## src/rtl/pip_mem_pkg.sv

```systemverilog
// rtl/pip_mem_pkg.sv - shared types and defaults for the unified memory port arbiter
package pip_mem_pkg;

   localparam int AW_DEF      = 32;
   localparam int DW_DEF      = 32;
   localparam int TIMEOUT_DEF = 15;

   typedef enum logic [1:0] {
      IDLE    = 2'd0,
      IF_ACC  = 2'd1,
      MEM_ACC = 2'd2
   } arb_state_e;

endpackage

```

## src/rtl/mem_port_arbiter_if.sv

```systemverilog
// rtl/mem_port_arbiter_if.sv - pipeline-side and memory-side signals of the port arbiter
interface mem_port_arbiter_if
   import pip_mem_pkg::*;
#(
   parameter int AW = AW_DEF,
   parameter int DW = DW_DEF
);
   // instruction fetch requester
   logic          IF_Req;
   logic [AW-1:0] IF_Addr;
   logic          IF_Flush;
   logic          IF_Ack;
   logic          IF_Valid;
   logic [DW-1:0] IF_RData;
   // MEM stage requester
   logic          MEM_Req;
   logic          MEM_Wr;
   logic [AW-1:0] MEM_Addr;
   logic [DW-1:0] MEM_WData;
   logic          MEM_Ack;
   logic [DW-1:0] MEM_RData;
   // memory model
   logic          Mem_Req;
   logic          Mem_Wr;
   logic [AW-1:0] Mem_Addr;
   logic [DW-1:0] Mem_WData;
   logic          Mem_Ready;
   logic [DW-1:0] Mem_RData;
   // pipeline control
   logic          PCWre;
   logic          Pipe_Stall;
   logic          Bus_Err;

   // arbiter view
   modport slave (
      input  IF_Req, IF_Addr, IF_Flush,
      output IF_Ack, IF_Valid, IF_RData,
      input  MEM_Req, MEM_Wr, MEM_Addr, MEM_WData,
      output MEM_Ack, MEM_RData,
      output Mem_Req, Mem_Wr, Mem_Addr, Mem_WData,
      input  Mem_Ready, Mem_RData,
      output PCWre, Pipe_Stall, Bus_Err
   );

   // pipeline and memory environment view
   modport master (
      output IF_Req, IF_Addr, IF_Flush,
      input  IF_Ack, IF_Valid, IF_RData,
      output MEM_Req, MEM_Wr, MEM_Addr, MEM_WData,
      input  MEM_Ack, MEM_RData,
      input  Mem_Req, Mem_Wr, Mem_Addr, Mem_WData,
      output Mem_Ready, Mem_RData,
      input  PCWre, Pipe_Stall, Bus_Err
   );

endinterface

```

## src/rtl/fetch_hold_buf.sv

```systemverilog
// rtl/fetch_hold_buf.sv - one-entry fetched instruction holding register
module fetch_hold_buf
   import pip_mem_pkg::*;
#(
   parameter int DW = DW_DEF
) (
   input  logic          CLK,
   input  logic          Reset,
   input  logic          load,
   input  logic [DW-1:0] load_data,
   input  logic          consume,
   input  logic          flush,
   output logic          valid,
   output logic [DW-1:0] rdata
);

   logic          valid_q, valid_d;
   logic [DW-1:0] rdata_q, rdata_d;

   // flush beats a load (the word belongs to the old path); a load beats a consume
   always_comb begin
      valid_d = valid_q;
      rdata_d = rdata_q;
      if (flush) begin
         valid_d = 1'b0;
      end else if (load) begin
         valid_d = 1'b1;
         rdata_d = load_data;
      end else if (consume) begin
         valid_d = 1'b0;
      end
   end

   // buffer registers
   always_ff @(posedge CLK) begin
      if (Reset) begin
         valid_q <= 1'b0;
         rdata_q <= '0;
      end else begin
         valid_q <= valid_d;
         rdata_q <= rdata_d;
      end
   end

   assign valid = valid_q;
   assign rdata = rdata_q;

endmodule

```

## src/rtl/mem_port_arbiter.sv

```systemverilog
// rtl/mem_port_arbiter.sv - shares one memory port between fetch and the MEM stage
module mem_port_arbiter
   import pip_mem_pkg::*;
#(
   parameter int AW      = AW_DEF,
   parameter int DW      = DW_DEF,
   parameter int TIMEOUT = TIMEOUT_DEF
) (
   input logic                CLK,
   input logic                Reset,
   mem_port_arbiter_if.slave  bus
);

   localparam int CW = $clog2(TIMEOUT + 1);

   arb_state_e    state_q, state_d;
   logic          mem_req_q, mem_req_d;
   logic          mem_wr_q, mem_wr_d;
   logic [AW-1:0] mem_addr_q, mem_addr_d;
   logic [DW-1:0] mem_wdata_q, mem_wdata_d;
   logic [CW-1:0] cnt_q, cnt_d;
   logic          if_ack_q, if_ack_d;
   logic          mem_ack_q, mem_ack_d;
   logic [DW-1:0] mem_rdata_q, mem_rdata_d;
   logic [DW-1:0] if_word_q, if_word_d;
   logic          flush_pend_q, flush_pend_d;
   logic          bus_err_q, bus_err_d;

   logic          if_valid;
   logic [DW-1:0] if_rdata;
   logic          pipe_stall;
   logic          pcwre;
   logic          mem_go;
   logic          if_go;
   logic [DW-1:0] acc_rdata;

   assign pipe_stall = bus.MEM_Req & ~mem_ack_q;
   assign pcwre      = if_valid & ~pipe_stall;
   // a requester in its Ack cycle is still holding Req for the finished access
   assign mem_go     = bus.MEM_Req & ~mem_ack_q;
   assign if_go      = bus.IF_Req & ~if_ack_q & ~if_valid;

   // grant, hold the bus registers while waiting on Mem_Ready, complete or time out
   always_comb begin
      state_d      = state_q;
      mem_req_d    = mem_req_q;
      mem_wr_d     = mem_wr_q;
      mem_addr_d   = mem_addr_q;
      mem_wdata_d  = mem_wdata_q;
      cnt_d        = cnt_q;
      if_ack_d     = 1'b0;
      mem_ack_d    = 1'b0;
      mem_rdata_d  = mem_rdata_q;
      if_word_d    = if_word_q;
      flush_pend_d = flush_pend_q;
      bus_err_d    = bus_err_q;
      acc_rdata    = '0;
      unique case (state_q)
         IDLE: begin
            if (mem_go) begin
               state_d     = MEM_ACC;
               mem_req_d   = 1'b1;
               mem_wr_d    = bus.MEM_Wr;
               mem_addr_d  = bus.MEM_Addr;
               mem_wdata_d = bus.MEM_WData;
               cnt_d       = '0;
            end else if (if_go) begin
               state_d      = IF_ACC;
               mem_req_d    = 1'b1;
               mem_wr_d     = 1'b0;
               mem_addr_d   = bus.IF_Addr;
               mem_wdata_d  = '0;
               cnt_d        = '0;
               flush_pend_d = bus.IF_Flush;
            end
         end
         IF_ACC, MEM_ACC: begin
            if (state_q == IF_ACC && bus.IF_Flush) begin
               flush_pend_d = 1'b1;
            end
            if (!bus.Mem_Ready) begin
               cnt_d = cnt_q + 1'b1;
            end
            if (bus.Mem_Ready || cnt_d == CW'(TIMEOUT)) begin
               acc_rdata = bus.Mem_Ready ? bus.Mem_RData : '0;
               state_d   = IDLE;
               mem_req_d = 1'b0;
               mem_wr_d  = 1'b0;
               if (!bus.Mem_Ready) begin
                  bus_err_d = 1'b1;
               end
               if (state_q == MEM_ACC) begin
                  mem_ack_d   = 1'b1;
                  mem_rdata_d = acc_rdata;
               end else begin
                  if_ack_d  = 1'b1;
                  if_word_d = acc_rdata;
               end
            end
         end
         default: begin
            state_d = IDLE;
         end
      endcase
   end

   // state, bus and status registers
   always_ff @(posedge CLK) begin
      if (Reset) begin
         state_q      <= IDLE;
         mem_req_q    <= 1'b0;
         mem_wr_q     <= 1'b0;
         mem_addr_q   <= '0;
         mem_wdata_q  <= '0;
         cnt_q        <= '0;
         if_ack_q     <= 1'b0;
         mem_ack_q    <= 1'b0;
         mem_rdata_q  <= '0;
         if_word_q    <= '0;
         flush_pend_q <= 1'b0;
         bus_err_q    <= 1'b0;
      end else begin
         state_q      <= state_d;
         mem_req_q    <= mem_req_d;
         mem_wr_q     <= mem_wr_d;
         mem_addr_q   <= mem_addr_d;
         mem_wdata_q  <= mem_wdata_d;
         cnt_q        <= cnt_d;
         if_ack_q     <= if_ack_d;
         mem_ack_q    <= mem_ack_d;
         mem_rdata_q  <= mem_rdata_d;
         if_word_q    <= if_word_d;
         flush_pend_q <= flush_pend_d;
         bus_err_q    <= bus_err_d;
      end
   end

   fetch_hold_buf #(.DW(DW)) u_fetch_hold_buf (
      .CLK       (CLK),
      .Reset     (Reset),
      .load      (if_ack_q & ~flush_pend_q),
      .load_data (if_word_q),
      .consume   (pcwre),
      .flush     (bus.IF_Flush),
      .valid     (if_valid),
      .rdata     (if_rdata)
   );

   assign bus.IF_Ack     = if_ack_q;
   assign bus.IF_Valid   = if_valid;
   assign bus.IF_RData   = if_rdata;
   assign bus.MEM_Ack    = mem_ack_q;
   assign bus.MEM_RData  = mem_rdata_q;
   assign bus.Mem_Req    = mem_req_q;
   assign bus.Mem_Wr     = mem_wr_q;
   assign bus.Mem_Addr   = mem_addr_q;
   assign bus.Mem_WData  = mem_wdata_q;
   assign bus.PCWre      = pcwre;
   assign bus.Pipe_Stall = pipe_stall;
   assign bus.Bus_Err    = bus_err_q;

endmodule
```

## src/flat_wrapper.sv

```systemverilog
// flat-port wrapper written by rule: the top's interface ports become plain ports
module mem_port_arbiter_flat import pip_mem_pkg::*;
#(
   parameter int AW      = AW_DEF,
   parameter int DW      = DW_DEF,
   parameter int TIMEOUT = TIMEOUT_DEF
)
  (CLK, Reset, bus_IF_Req, bus_IF_Addr, bus_IF_Flush, bus_IF_Ack, bus_IF_Valid, bus_IF_RData, bus_MEM_Req, bus_MEM_Wr, bus_MEM_Addr, bus_MEM_WData, bus_MEM_Ack, bus_MEM_RData, bus_Mem_Req, bus_Mem_Wr, bus_Mem_Addr, bus_Mem_WData, bus_Mem_Ready, bus_Mem_RData, bus_PCWre, bus_Pipe_Stall, bus_Bus_Err);
  mem_port_arbiter_if #(.AW(AW), .DW(DW)) bus_i ();
  input logic CLK;
  input logic Reset;
  input wire logic [$bits(bus_i.IF_Req)-1:0] bus_IF_Req;
  input wire logic [$bits(bus_i.IF_Addr)-1:0] bus_IF_Addr;
  input wire logic [$bits(bus_i.IF_Flush)-1:0] bus_IF_Flush;
  output wire logic [$bits(bus_i.IF_Ack)-1:0] bus_IF_Ack;
  output wire logic [$bits(bus_i.IF_Valid)-1:0] bus_IF_Valid;
  output wire logic [$bits(bus_i.IF_RData)-1:0] bus_IF_RData;
  input wire logic [$bits(bus_i.MEM_Req)-1:0] bus_MEM_Req;
  input wire logic [$bits(bus_i.MEM_Wr)-1:0] bus_MEM_Wr;
  input wire logic [$bits(bus_i.MEM_Addr)-1:0] bus_MEM_Addr;
  input wire logic [$bits(bus_i.MEM_WData)-1:0] bus_MEM_WData;
  output wire logic [$bits(bus_i.MEM_Ack)-1:0] bus_MEM_Ack;
  output wire logic [$bits(bus_i.MEM_RData)-1:0] bus_MEM_RData;
  output wire logic [$bits(bus_i.Mem_Req)-1:0] bus_Mem_Req;
  output wire logic [$bits(bus_i.Mem_Wr)-1:0] bus_Mem_Wr;
  output wire logic [$bits(bus_i.Mem_Addr)-1:0] bus_Mem_Addr;
  output wire logic [$bits(bus_i.Mem_WData)-1:0] bus_Mem_WData;
  input wire logic [$bits(bus_i.Mem_Ready)-1:0] bus_Mem_Ready;
  input wire logic [$bits(bus_i.Mem_RData)-1:0] bus_Mem_RData;
  output wire logic [$bits(bus_i.PCWre)-1:0] bus_PCWre;
  output wire logic [$bits(bus_i.Pipe_Stall)-1:0] bus_Pipe_Stall;
  output wire logic [$bits(bus_i.Bus_Err)-1:0] bus_Bus_Err;
  assign bus_i.IF_Req = bus_IF_Req;
  assign bus_i.IF_Addr = bus_IF_Addr;
  assign bus_i.IF_Flush = bus_IF_Flush;
  assign bus_IF_Ack = bus_i.IF_Ack;
  assign bus_IF_Valid = bus_i.IF_Valid;
  assign bus_IF_RData = bus_i.IF_RData;
  assign bus_i.MEM_Req = bus_MEM_Req;
  assign bus_i.MEM_Wr = bus_MEM_Wr;
  assign bus_i.MEM_Addr = bus_MEM_Addr;
  assign bus_i.MEM_WData = bus_MEM_WData;
  assign bus_MEM_Ack = bus_i.MEM_Ack;
  assign bus_MEM_RData = bus_i.MEM_RData;
  assign bus_Mem_Req = bus_i.Mem_Req;
  assign bus_Mem_Wr = bus_i.Mem_Wr;
  assign bus_Mem_Addr = bus_i.Mem_Addr;
  assign bus_Mem_WData = bus_i.Mem_WData;
  assign bus_i.Mem_Ready = bus_Mem_Ready;
  assign bus_i.Mem_RData = bus_Mem_RData;
  assign bus_PCWre = bus_i.PCWre;
  assign bus_Pipe_Stall = bus_i.Pipe_Stall;
  assign bus_Bus_Err = bus_i.Bus_Err;
  mem_port_arbiter #(.AW(AW), .DW(DW), .TIMEOUT(TIMEOUT)) u_core (.CLK(CLK), .Reset(Reset), .bus(bus_i));
endmodule
```

## config.mk

```make
export PLATFORM = sky130hd
export DESIGN_NAME = mem_port_arbiter_flat
export DESIGN_NICKNAME = d
export VERILOG_FILES = /design/src/rtl/pip_mem_pkg.sv /design/src/rtl/mem_port_arbiter_if.sv /design/src/rtl/fetch_hold_buf.sv /design/src/rtl/mem_port_arbiter.sv /design/src/flat_wrapper.sv
export SDC_FILE = /design/constraint.sdc
export NUM_CORES = 1
export LEC_CHECK = 0
export BUFFER_PORTS_ARGS = -buffer_cell sky130_fd_sc_hd__buf_2
export CAP_MARGIN = 20
export CORE_MARGIN = 2
export CORE_UTILIZATION = 37
export DETAILED_ROUTE_END_ITERATION = 12
export PLACE_DENSITY = 0.74
export SETUP_SLACK_MARGIN = 0.02
export SLEW_MARGIN = 20
export SYNTH_ARGS = -nofsm -noshare
export SYNTH_HDL_FRONTEND = slang
export SYNTH_SLANG_ARGS = --single-unit
```

## constraint.sdc

```tcl
create_clock -name CLK -period 2.2 [get_ports CLK]
set_input_delay 0.44 -clock CLK [delete_from_list [all_inputs] [get_ports CLK]]
set_output_delay 0.44 -clock CLK [all_outputs]
set_load 0.005 [all_outputs]
```

## Yosys cells after proc, flatten, opt, wreduce, memory -nomap -nowiden

Cells that the tools add are included.

| storage, ports and cells | value |
|---|---|
| memories | 0 |
| bits in read-only memories | 0 |
| latch bits | 0 |
| output and inout port bits | 136 |
| bits in writable memories | 0 |
| flip-flop bits (word level) | 173 |
| word-level logic and storage cells | 85 |
| input bits | 135 |

| operators by class | value |
|---|---|
| shift operators | 0 |
| equality and inequality tests | 8 |
| add/subtract/negate cells | 1 |
| bitwise logic cells | 15 |
| divide/modulo/power cells | 0 |
| reduce and logical (&&, ||, !) cells | 18 |
| $lt $le $gt $ge | 0 |
| $mul | 0 |
| muxes and demuxes | 29 |

Operators by type and width:

| cell | number |
|---|---|
| 32-bit 2-to-1 mux | 5 |
| 4-bit 2-to-1 mux | 4 |
| 1-bit 2-to-1 mux | 12 |
| 3-bit AND reduction | 4 |
| 1-bit NOT | 10 |
| 4-bit one-hot mux with 2 select lines | 1 |
| 2-bit AND reduction | 4 |
| 2-bit 2-to-1 mux | 3 |
| 2-bit by 1-bit != test with 1-bit output (second input constant) | 3 |
| 1-bit one-hot mux with 2 select lines | 3 |
| 2-bit nonzero test | 3 |
| 1-bit bitwise AND | 5 |
| 4-bit by 1-bit adder with 4-bit output (second input constant) | 1 |
| 4-bit == test (second input constant) | 1 |
| 2-bit one-hot mux with 2 select lines | 1 |
| 4-bit AND reduction | 1 |
| 2-bit OR reduction | 2 |
| 3-bit by 1-bit != test with 1-bit output (second input constant) | 1 |
| 3-bit OR reduction | 1 |
| 2-bit by 1-bit == test with 1-bit output (second input constant) | 1 |
| 2-bit == test (second input constant) | 1 |
| 2-bit zero test | 1 |
| 2-bit != test (second input constant) | 1 |
| 1-bit logical AND | 1 |
| 1-bit logical OR | 1 |

## Logic depth before layout (Yosys ltp)

Gate-level depths: netlist of the first run.

| logic depth | value |
|---|---|
| depth after elaboration | 7 |
| depth in mapped cells | 8 |
| mapped depth without buffers | 6 |

## By module

Synthesis of the first run repeated with hierarchy kept, for this count alone.

| second synthesis, totals | value |
|---|---|
| cells, all modules | 666 |
| area, all modules | 6635.1 µm² |

Modules (own cells, without submodules):

| module | cells each | times used | area each (µm²) | sequential area each (µm²) |
|---|---|---|---|---|
| mem_port_arbiter | 517 | 1 | 5134.9 | 2802.7 |
| fetch_hold_buf | 149 | 1 | 1500.2 | 660.6 |

## Worst setup path before layout of the first run

OpenSTA, ideal clock, no wires.

| timing path | value |
|---|---|
| path type | input to register |
| start point | in bus_MEM_Req |
| end point | reg u_core.cnt_q[3] |
| data required time | 2.130 ns |
| stages on the path | 5 |
| slack | 0.448 ns |
| setup time | 0.070 ns |
| buffers on the path | 1 |
| data arrival time | 1.681 ns |
| path through | or2b_2 clkbuf_8 a31o_4 or4_1 a21oi_1 |

| on the way | value |
|---|---|
| longest elaborated chain between the ends | 3 |
| elaborated cells between the ends (all ways) | 5 |
| classes of those cells | eq/ne: 1; mux: 2; bitwise: 1; reduce/logical: 1 |

RTL lines:

| item | RTL line | text |
|---|---|---|
| from (decl) | flat_wrapper.sv:18 | `input wire logic [$bits(bus_i.MEM_Req)-1:0] bus_MEM_Req;` |
| 1-bit bitwise AND * | mem_port_arbiter.sv:40 | `assign mem_go = bus.MEM_Req & ~mem_ack_q;` |
| 4-bit 2-to-1 mux / 3-bit by 1-bit != test with 1-bit output (equally long branches) | -- |  |
| 4-bit one-hot mux with 2 select lines / 2-bit AND reduction (equally long branches) | -- |  |
| to (signal assigned) | mem_port_arbiter.sv:128 | `cnt_q <= cnt_d;` |
| to (decl) | mem_port_arbiter.sv:21 | `logic [CW-1:0] cnt_q, cnt_d;` |

Mark *: on every way between the ends. The rest lies on a longest branch, timed or not.
A chain may end at the register's enable or synchronous reset.

## Worst setup path after layout of the first run

| timing path | value |
|---|---|
| start point | reg u_core.mem_ack_q, in the netlist u_core.bus.MEM_Ack |
| end point | out bus_Pipe_Stall |

| on the way | value |
|---|---|
| longest elaborated chain between the ends | 2 |

RTL lines:

| item | RTL line | text |
|---|---|---|
| from (decl) | mem_port_arbiter.sv:23 | `logic mem_ack_q, mem_ack_d;` |
| from (signal assigned) | mem_port_arbiter.sv:130 | `mem_ack_q <= mem_ack_d;` |
| 1-bit NOT | mem_port_arbiter.sv:37 | `assign pipe_stall = bus.MEM_Req & ~mem_ack_q;` |
| 1-bit bitwise AND | mem_port_arbiter.sv:37 |  |
| to (decl) | flat_wrapper.sv:31 | `output wire logic [$bits(bus_i.Pipe_Stall)-1:0] bus_Pipe_Stall;` |

Every way passes these cells.

==> results of run 1 <==
==> worst max-delay path: stages (launching register included) <==
cell	delay, ns
dfxtp_1	0.31
or2b_2	0.37
inv_1	0.22
buf_2	0.18
==> power by group through the flow <==
stage	Sequential, µW	Clock (µW)	Combinational (µW)
global route	3510	2890	1330
floorplan	3560	0	687
global placement	3550	0	1180
finish	3480	2700	1190
CTS	3480	2770	1200
detailed placement	3550	0	1190
==> stage by stage <==
stage	hold slack (ns)	utilization, %	instance area, µm²
after floorplan	0.431	-	6330
after global placement	0.436	47.0	7810
after detailed placement	0.443	47.0	7810
after CTS	0.249	50.1	8330
after global routing	0.253	50.1	8340
final	0.262	50.1	8340
==> cells in the mapped netlist, drive strengths merged (2+ instances only) <==
master  number
a22oi       32
and2         3
inv          6
nand2b       3
nand2      130
ha           6
buf         20
o32ai        2
a311oi      32
a211oi       2
dfxtp      173
a32o        64
a21oi       43
clkbuf      44
o21ai        7
nor2b        6
nand3b       2
nor2        68
o21a         2
nor3         2
==> logic make-up (layout without fill, tap and decap cells) <==
logic type,after synthesis,after routing,synth area share (%)
adders and majority gates,6,6,1.19
and+or+nand+nor,225,225,14.7
buffers and inverters,71,321,5.35
DFF,173,173,54.7
xor gates and xnor gates,1,1,0.138
AOI/OAI and AO/OA,190,190,23.9
==> worst paths after layout <==
path	from	endpoint
worst max-delay path	u_core.bus.MEM_Ack	bus_Pipe_Stall
worst min register to register	u_core.if_word_q[20]	u_core.u_fetch_hold_buf.rdata[20]
worst min-delay path	bus_MEM_WData[29]	u_core.bus.Mem_WData[29]
worst max register to register	u_core.cnt_q[0]	u_core.if_word_q[31]
==> cell type report <==
class | instances | area (µm²)
fill | 1527 | 8300
sequential | 173 | 3460
multi-input combinational | 422 | 2570
timing repair buffer | 285 | 1490
clock buffer | 18 | 429
tap | 220 | 275
clock inverter | 12 | 90.1
inverter | 6 | 22.5
==> state kept, by name, summed over array words and instances (netlist names) <==
signal                         count
u_core.flush_pend_q                1
u_core.bus.Mem_WData              32
u_core.bus.MEM_RData              32
u_core.bus.Mem_Req                 1
u_core.u_fetch_hold_buf.valid      1
u_core.state_q                     2
u_core.bus.Bus_Err                 1
u_core.bus.MEM_Ack                 1
u_core.cnt_q                       4
u_core.if_word_q                  32
u_core.bus.Mem_Wr                  1
u_core.u_fetch_hold_buf.rdata     32
u_core.bus.Mem_Addr               32
u_core.bus.IF_Ack                  1
==> routing by layer <==
| metal | track usage [%] | part of all wire, % |
|---|---|---|
| met5 | 0 | 0 |
| met4 | 6.61 | 1.9 |
| met1 | 22.7 | 41 |
| met3 | 6.46 | 9.4 |
| met2 | 31.3 | 48 |
==> timing repair <==
| action | in CTS | in global routing |
|---|---|---|
| endpoints found under the hold margin | 0 | 0 |
| setup endpoints to repair | 0 | 9 |
| gates resized for setup | 0 | 1 |
==> reports/qor.csv, run 1 <==
stage,metric,value,unit
synthesis,ys_ff_latch,173,
sta,min_period,1.94,ns
synthesis,yosys.area.top_type,dfxtp_1,
synthesis,synthArstFlopShare,0,%
routing,via_per_inst,5.23,
power_and_ir_drop,p_per_area,885,nW/µm²
synthesis,synthTopCellsByArea,"dfxtp_1 (55%), a32o_1 (10%), nand2_1 (7.7%), a311oi_1 (4.4%), nor2_1 (4.0%)",
cells_and_area,n_antenna_cell,0,
worst_setup_path,critPathKind,flip-flop to primary output,
cells_and_area,fin_nets,1046,
clock_network,clock_latency,0.42,ns
clock_network,cts_buffers,17,
synthesis,synth_warnings,0,
sta,hold_viol_final,0,
floorplan,io_pins,271,
job,drv_cap,0,
clock_network,htreeDepth,4,
power_and_ir_drop,sequentialPowerShare,47.2,%
cells_and_area,layout_commonest_cell,buf_2,
synthesis,synth_nets,807,
power_and_ir_drop,p_int,5330,µW
sta,setup_violations,0,
clock_network,cts_tree,built,
floorplan,die_w,135,µm
clock_network,clock_sinks,173,
routing,vias,5937,
power_and_ir_drop,p_leak,0.00372,µW
min_path,min_path_cells,3,
global_routing,grt_max_degree,65,
sta,maxSlewHeadroom,53.2,%
global_routing,grt_first_pass_wirelength,27300,µm
cells_and_area,area_delta_synth_final,31.6,%
min_path,hp-class,input port to flip-flop,
place,place_ws,0.154,ns
place,place_congestion,0.766,
power_and_ir_drop,swShare,27.7,%
synthesis,yosysSeqAreaShare,54.7,%
routing,ant_nets,0,
place,place.port_buffers,270,
sta,fin_crit_sh,88.1,%
routing,first_pass_iters,5,
floorplan,chipHeight,135,µm
routing,routed_wirelength,17900,µm
cells_and_area,drive_above_1_share,35.7,%
floorplan,initial_core_util,38.1,%
worst_setup_path,arrival,1.50,ns
synthesis,synth.top_cell.area_share,54.7,%
clock_network,hold_buffers,0,
floorplan,rows,47,
power_and_ir_drop,ir_worst_vdd,0.509,mV
global_routing,first_global_vias,5389,
sta,tightest_slew,0.702,ns
worst_setup_path,crit_path_end_kind,primary output,
power_and_ir_drop,power.share.clock,36.6,%
worst_setup_path,path_max_fanout,6,
sta,fmaxAchievable,516,MHz
worst_setup_path,rrSetupSlack,0.31,ns
routing,route.detailed.drc,0,
sta,rsz0062_at_grt,false,
place,hpwl,12200,µm
worst_setup_path,ff2ff_path_depth,6,
routing,drt_iter0_drc,298,
sta,fin_worst_skew,0.0182,ns
sta,tns,0,ns
synthesis,synth-edff-count,0,
clock_network,root_buffer,clkbuf_16,
synthesis,synth-main-ff-cell,dfxtp_1,
clock_network,cts.path.max_buffers,2,
power_and_ir_drop,power_frac_comb,16.2,%
worst_setup_path,crit_required,1.76,ns
cells_and_area,finalNonFillerCells,1136,
synthesis,synthCells,666,
global_routing,grt_usage,18.8,%
worst_setup_path,crit_path_start_kind,flip-flop,
global_routing,overflow,0,
floorplan,dieArea,18200,µm²
synthesis,avgSynthCellArea,9.51,µm²
sta,setup_slack,0.262,ns
global_routing,antenna_found_initial,0,
routing,avgRoutedWirePerCell,15.8,µm
sta,drv_slew,0,
power_and_ir_drop,p_sw,2040,µW
cells_and_area,layout_common_cells,"buf_2 (269), dfxtp_1 (173), nand2_1 (130), nor2_1 (68), a32o_1 (64)",
place,dp.cells,1106,
clock_network,cts.clk_slew.worst_paths,0.07,ns
synthesis,ys_types,44,
clock_network,cts_setup_buffers,0,
power_and_ir_drop,power,7380,µW
status,status,"complete, no violations",
floorplan,core,16600,µm²
synthesis,syn_area,6330,µm²
Power figures use the tool's default switching activity.
==> inputs of run 2 (changes only) <==
- clock period: 2.2 -> 2.4 ns (I/O delays scaled with it)
==> run 2 against run 1 <==
Against the previous run: final cell count up 0.18%; core utilization rose by 0.40 points; clock skew shrank 0.0082 ns; final area up 0.80%; die area did not move.
==> reports/qor.csv, run 2 (synthesis results as in run 1) <==
stage,metric,value,unit,change
place,place.port_buffers,270,,unchanged
worst_setup_path,critPathKind,flip-flop to primary output,,unchanged
sta,hold_viol_final,0,,unchanged
clock_network,cts_setup_buffers,0,,unchanged
clock_network,cts_buffers,17,,unchanged
floorplan,io_pins,271,,unchanged
global_routing,overflow,0,,unchanged
floorplan,core,16600,µm²,unchanged
cells_and_area,multi_input_area,2560,µm²,was 2570 µm²
power_and_ir_drop,power,7130,µW,was 7380 µW
sta,whs,0.308,ns,was 0.262 ns
worst_setup_path,critPathMaxStageDelay,0.36,ns,was 0.37 ns
clock_network,cts_tree,built,,unchanged
cells_and_area,area_delta_synth_final,32.7,%,was 31.6%
cells_and_area,post-route-util,50.5,%,was 50.1%
sta,rsz0062_at_grt,false,,unchanged
status,status,"complete, no violations",,unchanged
cells_and_area,layout_common_cells,"buf_2 (269), dfxtp_1 (173), nand2_1 (130), nor2_1 (68), a32o_1 (64)",,unchanged
worst_setup_path,worst_path_dominant_cell_family,simple AND/OR/NAND/NOR gates,,was buffers and inverters
power_and_ir_drop,p_int,5170,µW,was 5330 µW
clock_network,ctsResizeCount,0,,unchanged
floorplan,chipHeight,135,µm,unchanged
min_path,hold_end,u_core.u_fetch_hold_buf.valid,,was u_core.bus.Mem_WData[29]
power_and_ir_drop,p_per_area,849,nW/µm²,was 885 nW/µm²
sta,fmaxAchievable,519,MHz,
global_routing,first_global_vias,5215,,was 5389
place,dp.cells,1105,,was 1106
global_routing,antenna_found_initial,1,,was 0
power_and_ir_drop,swShare,27.6,%,was 27.7%
cells_and_area,fillerInstances,1574,,was 1527
cells_and_area,finalNonFillerCells,1138,,was 1136
sta,tns,0,ns,unchanged
worst_setup_path,ff2ff_path_depth,6,,unchanged
clock_network,hold_buffers,0,,unchanged
floorplan,initial_core_util,38.1,%,unchanged
power_and_ir_drop,power.share.clock,40.1,%,was 36.6%
routing,via_per_inst,5.15,,was 5.23
floorplan,rows,47,,unchanged
place,hpwl,12200,µm,about the same
floorplan,die_w,135,µm,unchanged
min_path,hp-class,input port to flip-flop,,unchanged
worst_setup_path,crit_path_start_kind,flip-flop,,unchanged
worst_setup_path,path_max_fanout,6,,unchanged
worst_setup_path,crit_required,1.92,ns,was 1.76 ns
sta,tightest_slew,0.661,ns,was 0.702 ns
power_and_ir_drop,p_sw,1970,µW,was 2040 µW
global_routing,grt_usage,18.8,%,about the same
clock_network,cts.clk_slew.worst_paths,0.06,ns,was 0.07 ns
cells_and_area,layout_commonest_cell,buf_2,,unchanged
sta,fin_crit_sh,80.2,%,
power_and_ir_drop,ir_worst_vdd,0.565,mV,was 0.509 mV
clock_network,clock_latency,0.42,ns,about the same
power_and_ir_drop,power_frac_comb,15.2,%,was 16.2%
min_path,min_path_cells,2,,was 3
worst_setup_path,crit_chain,or2b_2 -> and2_2 -> buf_2,,was or2b_2 -> inv_1 -> buf_2
worst_setup_path,cp_num_buf_inv,1,,was 2
sta,drv_slew,0,,unchanged
worst_setup_path,critPathSlowestCell,or2b_2,,unchanged
clock_network,clock_sinks,173,,unchanged
routing,route.detailed.drc,0,,unchanged
power_and_ir_drop,p_leak,0.00375,µW,was 0.00372 µW
power_and_ir_drop,sequentialPowerShare,44.7,%,was 47.2%
worst_setup_path,rrSetupSlack,0.53,ns,was 0.31 ns
job,drv_cap,0,,unchanged
routing,drt_iter0_drc,289,,was 298
floorplan,dieArea,18200,µm²,unchanged
global_routing,grt_first_pass_wirelength,27300,µm,about the same
worst_setup_path,r2r_end,u_core.state_q[1],,was u_core.if_word_q[31]
worst_setup_path,r2r-start,u_core.state_q[0],,was u_core.cnt_q[0]
sta,maxSlewHeadroom,55.9,%,was 53.2%
routing,first_pass_iters,5,,unchanged
min_path,worstHoldStart,bus_IF_Flush,,was bus_MEM_WData[29]
routing,avgRoutedWirePerCell,15.7,µm,was 15.8 µm
worst_setup_path,crit_path_end_kind,primary output,,unchanged
cells_and_area,fin_nets,1045,,was 1046
clock_network,cts.path.max_buffers,2,,unchanged
clock_network,htreeDepth,4,,unchanged
sta,setup_violations,0,,unchanged
routing,routed_wirelength,17800,µm,was 17900 µm
sta,fin_worst_skew,0.00996,ns,was 0.0182 ns
routing,ant_nets,0,,unchanged
clock_network,root_buffer,clkbuf_16,,unchanged
cells_and_area,drive_above_1_share,35.8,%,was 35.7%
sta,min_period,1.93,ns,
global_routing,grt_max_degree,65,,unchanged
routing,vias,5857,,was 5937
place,place_congestion,0.743,,was 0.766
cells_and_area,seq_area,3460,µm²,unchanged
worst_setup_path,arrival,1.45,ns,was 1.50 ns
[run 2: cell types whose count changed in the layout (fill, tap and decap cells not counted), sizes merged]
cell	before	now
buf	285	284
bufinv	0	2
clkbuf	18	19
clkinv	4	0
clkinvlp	3	1
diode	0	1
inv	11	16
[run 2: stage by stage]
step / worst slack, ns / instance area (µm²)
3_3_place_gp: 0.420 / 7790
3_5_place_dp: 0.409 / 7790
2_1_floorplan: 0.607 / 6330
6_report: 0.474 / 8400
4_1_cts: 0.438 / 8400
5_1_grt: 0.328 / 8400
[run 2: power groups by stage]
stage               logic (µW)  registers, µW  clock network [µW]
global placement          1080           3250                   0
detailed placement        1090           3260                   0
floorplan                  630           3270                   0
global route              1210           3210                3040
CTS                       1090           3190                2920
finish                    1090           3190                2860
[run 2: layout make-up]
type | instances | area share, %
clock buffers | 19 | 5.27
flip-flops and latches | 173 | 41.2
well taps | 220 | 3.28
inverters | 6 | 0.268
repair buffers | 284 | 17.5
diodes | 1 | 0.0298
multi-input cells | 422 | 30.5
clock inverters | 13 | 1.97
[run 2: how the worst max path moves through the flow]
stage | cells after the start | slack, ns | end | startpoint
global placement | 5 | 0.42 | u_core.cnt_q[2] | bus_IF_Req
floorplan | 5 | 0.61 | bus_Pipe_Stall | bus_MEM_Req
global route | 6 | 0.33 | u_core.state_q[1] | u_core.state_q[0]
finish | 3 | 0.47 | bus_PCWre | u_core.bus.MEM_Ack
CTS | 3 | 0.44 | bus_PCWre | u_core.bus.MEM_Ack
detailed placement | 5 | 0.41 | u_core.cnt_q[3] | bus_IF_Req
[run 2: metal layers]
metal	GRT usage [%]	up-vias	wire length, µm
li1	-	2878	-
met1	24.0	2756	7610
met2	30.7	210	8560
met3	5.89	13	1450
met4	5.38	0	193
met5	0	-	0
==> inputs of run 3 (changes only) <==
- ABC_AREA: unset -> 1
- PLACE_DENSITY: 0.74 -> 0.76
- clock period: 2.4 -> 1.75 ns (I/O delays scaled with it)
==> run 3 against run 2 <==
Against the previous run: total power is 39% higher; sequential share of layout area shrank 1.9 points; sequential cell count unchanged; clock power rose by 29%; highest routed layer unchanged; sequential power is 39% higher; die area grew 4.3%; wire length is 9.2% higher; worst setup slack worse by 0.32 ns; hold slack worse by 0.18 ns; non-clock buffer count increased by 8; core utilization is essentially flat.
==> reports/qor.csv, run 3 <==
stage,metric,value,unit,change
global_routing,grt_usage,19.9,%,was 18.8%
floorplan,rows,48,,was 47
clock_network,cts.clk_slew.worst_paths,0.06,ns,about the same
sta,maxSlewHeadroom,75.9,%,was 55.9%
sta,tightest_slew,0.361,ns,was 0.661 ns
synthesis,ys_types,27,,was 44
job,drv_cap,0,,unchanged
floorplan,dieArea,19000,µm²,was 18200 µm²
synthesis,yosys.area.top_type,dfxtp_1,,unchanged
synthesis,syn_area,6620,µm²,was 6330 µm²
worst_setup_path,arrival,1.94,ns,was 1.45 ns
worst_setup_path,worst_path_dominant_cell_family,simple AND/OR/NAND/NOR gates,,unchanged
cells_and_area,layout_common_cells,"buf_2 (269), nand2_1 (221), dfxtp_1 (173), a21oi_1 (137), nand3_1 (68)",,"was buf_2 (269), dfxtp_1 (173), nand2_1 (130), nor2_1 (68), a32o_1 (64)"
cells_and_area,fin_nets,1238,,was 1045
cells_and_area,area_delta_synth_final,33.0,%,was 32.7%
floorplan,die_w,138,µm,was 135 µm
worst_setup_path,crit_required,2.10,ns,was 1.92 ns
sta,setup_violations,0,,unchanged
sta,fin_worst_skew,0.00748,ns,was 0.00996 ns
global_routing,grt_max_degree,69,,was 65
sta,tns,0,ns,unchanged
synthesis,synth.top_cell.area_share,52.3,%,was 54.7%
synthesis,synthTopCellsByArea,"dfxtp_1 (52%), nand2_1 (13%), a21oi_1 (10%), nand3_1 (5.2%), o21ai_0 (4.8%)",,"was dfxtp_1 (55%), a32o_1 (10%), nand2_1 (7.7%), a311oi_1 (4.4%), nor2_1 (4.0%)"
sta,whs,0.125,ns,was 0.308 ns
place,dp.cells,1301,,was 1105
routing,ant_nets,0,,unchanged
clock_network,htreeDepth,4,,unchanged
worst_setup_path,cp_num_buf_inv,0,,was 1
sta,fmaxAchievable,626,MHz,
floorplan,core,17400,µm²,was 16600 µm²
floorplan,io_pins,271,,unchanged
global_routing,antenna_found_initial,1,,unchanged
global_routing,grt_first_pass_wirelength,29600,µm,was 27300 µm
synthesis,synth-edff-count,0,,unchanged
cells_and_area,finalNonFillerCells,1336,,was 1138
worst_setup_path,crit_path_end_kind,flip-flop,,was primary output
sta,min_period,1.60,ns,
worst_setup_path,critPathKind,flip-flop to flip-flop,,was flip-flop to primary output
worst_setup_path,critPathSlowestCell,dfxtp_1,,was or2b_2
cells_and_area,layout_commonest_cell,buf_2,,unchanged
synthesis,synth_nets,993,,was 807
global_routing,first_global_vias,5967,,was 5215
clock_network,cts.path.max_buffers,2,,unchanged
clock_network,cts_buffers,17,,unchanged
status,status,"complete, no violations",,unchanged
routing,routed_wirelength,19500,µm,was 17800 µm
routing,first_pass_iters,5,,unchanged
synthesis,ys_ff_latch,173,,unchanged
synthesis,synth-main-ff-cell,dfxtp_1,,unchanged
routing,vias,6582,,was 5857
power_and_ir_drop,power,9910,µW,was 7130 µW
routing,avgRoutedWirePerCell,14.6,µm,was 15.7 µm
global_routing,overflow,0,,unchanged
synthesis,yosys-top-cells-count,"nand2_1 (222), dfxtp_1 (173), a21oi_1 (137), nand3_1 (69), o21ai_0 (63)",,"was dfxtp_1 (173), nand2_1 (130), nor2_1 (68), a32o_1 (64), a21oi_1 (43)"
power_and_ir_drop,p_leak,0.00394,µW,was 0.00375 µW
routing,drt_iter0_drc,431,,was 289
sta,hold_viol_final,0,,unchanged
power_and_ir_drop,p_per_area,1130,nW/µm²,was 849 nW/µm²
worst_setup_path,crit_chain,ha_1 -> o21ai_1 -> nor2_1 -> nand3_2 -> nand2_4 -> nand2_8 -> nand2_1 -> a21oi_1,,was or2b_2 -> and2_2 -> buf_2
place,hpwl,13400,µm,was 12200 µm
floorplan,chipHeight,138,µm,was 135 µm
sta,fin_crit_sh,91.3,%,
cells_and_area,drive_above_1_share,29.6,%,was 35.8%
clock_network,clock_latency,0.42,ns,about the same
clock_network,hold_buffers,0,,unchanged
sta,rsz0062_at_grt,true,,was false
synthesis,synth_most_common_cell,nand2_1,,was dfxtp_1
clock_network,cts_tree,built,,unchanged
power_and_ir_drop,ir_worst_vdd,0.692,mV,was 0.565 mV
synthesis,synthArstFlopShare,0,%,unchanged
synthesis,avgSynthCellArea,7.77,µm²,was 9.51 µm²
place,place_congestion,0.846,,was 0.743
sta,setup_slack,0.153,ns,was 0.474 ns
worst_setup_path,crit_path_start_kind,flip-flop,,unchanged
min_path,hp-class,input port to flip-flop,,unchanged
worst_setup_path,critPathMaxStageDelay,0.33,ns,was 0.36 ns
clock_network,clock_sinks,173,,unchanged
synthesis,synth_warnings,0,,unchanged
routing,route.detailed.drc,0,,unchanged
floorplan,initial_core_util,38.0,%,was 38.1%
routing,via_per_inst,4.93,,was 5.15
synthesis,synthCells,852,,was 666
worst_setup_path,path_max_fanout,32,,was 6
place,place_ws,-0.00495,ns,was 0.409 ns
clock_network,root_buffer,clkbuf_16,,unchanged
place,place.port_buffers,270,,unchanged
sta,drv_slew,0,,unchanged
synthesis,yosysSeqAreaShare,52.3,%,was 54.7%
==> run 3: changes by cell type after synthesis, moves of 45 or more <==
cell	previous run	this run
a21oi_1	43	137
a32o_1	64	0
inv_1	6	51
nand2_1	130	222
nand3_1	1	69
nor2_1	68	13
o21ai_0	6	63
==> run 3: kinds of logic (layout without fill, tap and decap cells) <==
group                    after synthesis  in the layout  synth area share (%)
AO/OA/AOI/OAI                        239            239                  18.8
adder cells (fa/ha/maj)                6              6                  1.13
buffers and inverters                120            378                  8.00
flip-flops                           173            173                  52.3
other                                  0              1                     0
AND/OR/NAND/NOR                      314            314                  19.8
==> run 3: per-layer routing <==
layer	vias to the layer above	global-route usage (%)	share of wire, %
met2	193	32.5	48
met1	3030	24.3	43
met3	46	6.18	6.1
met5	-	0	0
li1	3313	-	-
met4	0	7.94	2.8
==> run 3: report_power, final <==
| group | switching [µW] | internal, µW | leakage (µW) |
|---|---|---|---|
| sequential | 168 | 4290 | 0.00141 |
| clock | 1540 | 2160 | 0.000273 |
| combinational | 1030 | 729 | 0.00225 |
| total | 2740 | 7170 | 0.00394 |
==> run 3: path summary, 6_finish.rpt <==
| check | from | end | slack, ns | cells past startpoint |
|---|---|---|---|---|
| min | bus_IF_Flush | u_core.u_fetch_hold_buf.valid | 0.12 | 2 |
| max | u_core.cnt_q[0] | u_core.if_word_q[20] | 0.15 | 8 |
| max reg2reg | u_core.cnt_q[0] | u_core.if_word_q[20] | 0.15 | 8 |
| min reg2reg | u_core.u_fetch_hold_buf.rdata[14] | u_core.u_fetch_hold_buf.rdata[14] | 0.44 | 2 |
==> run 3: worst reg2reg max path: stages (launching register included) <==
cell and delay [ns]:
dfxtp_1 0.33, ha_1 0.30, o21ai_1 0.19, nor2_1 0.08
nand3_2 0.10, nand2_4 0.10, nand2_8 0.19, nand2_1 0.11
a21oi_1 0.13
==> run 3: cell type report <==
type                    instances  area [µm²]
repair buffers                292        1620
clock buffers                  24         462
multi-input cells             559        2660
flip-flops and latches        173        3460
diodes                          1        2.50
inverters                      54         203
well taps                     225         282
clock inverters                 8         108
fillers                      1729        8610
==> run 3: metrics by stage <==
step           area (µm²)  utilization [%]
2_1_floorplan        6620                -
3_3_place_gp         8170             46.9
3_5_place_dp         8170             46.9
4_1_cts              8750             50.2
5_1_grt              8800             50.5
6_report             8800             50.5
==> run 3: repair_timing <==
action                     in CTS  in global routing
pin swaps                       0                  2
setup endpoints to repair      14                 90
gates resized for setup         1                  4
cloned                          0                  1
setup buffers                   0                  1
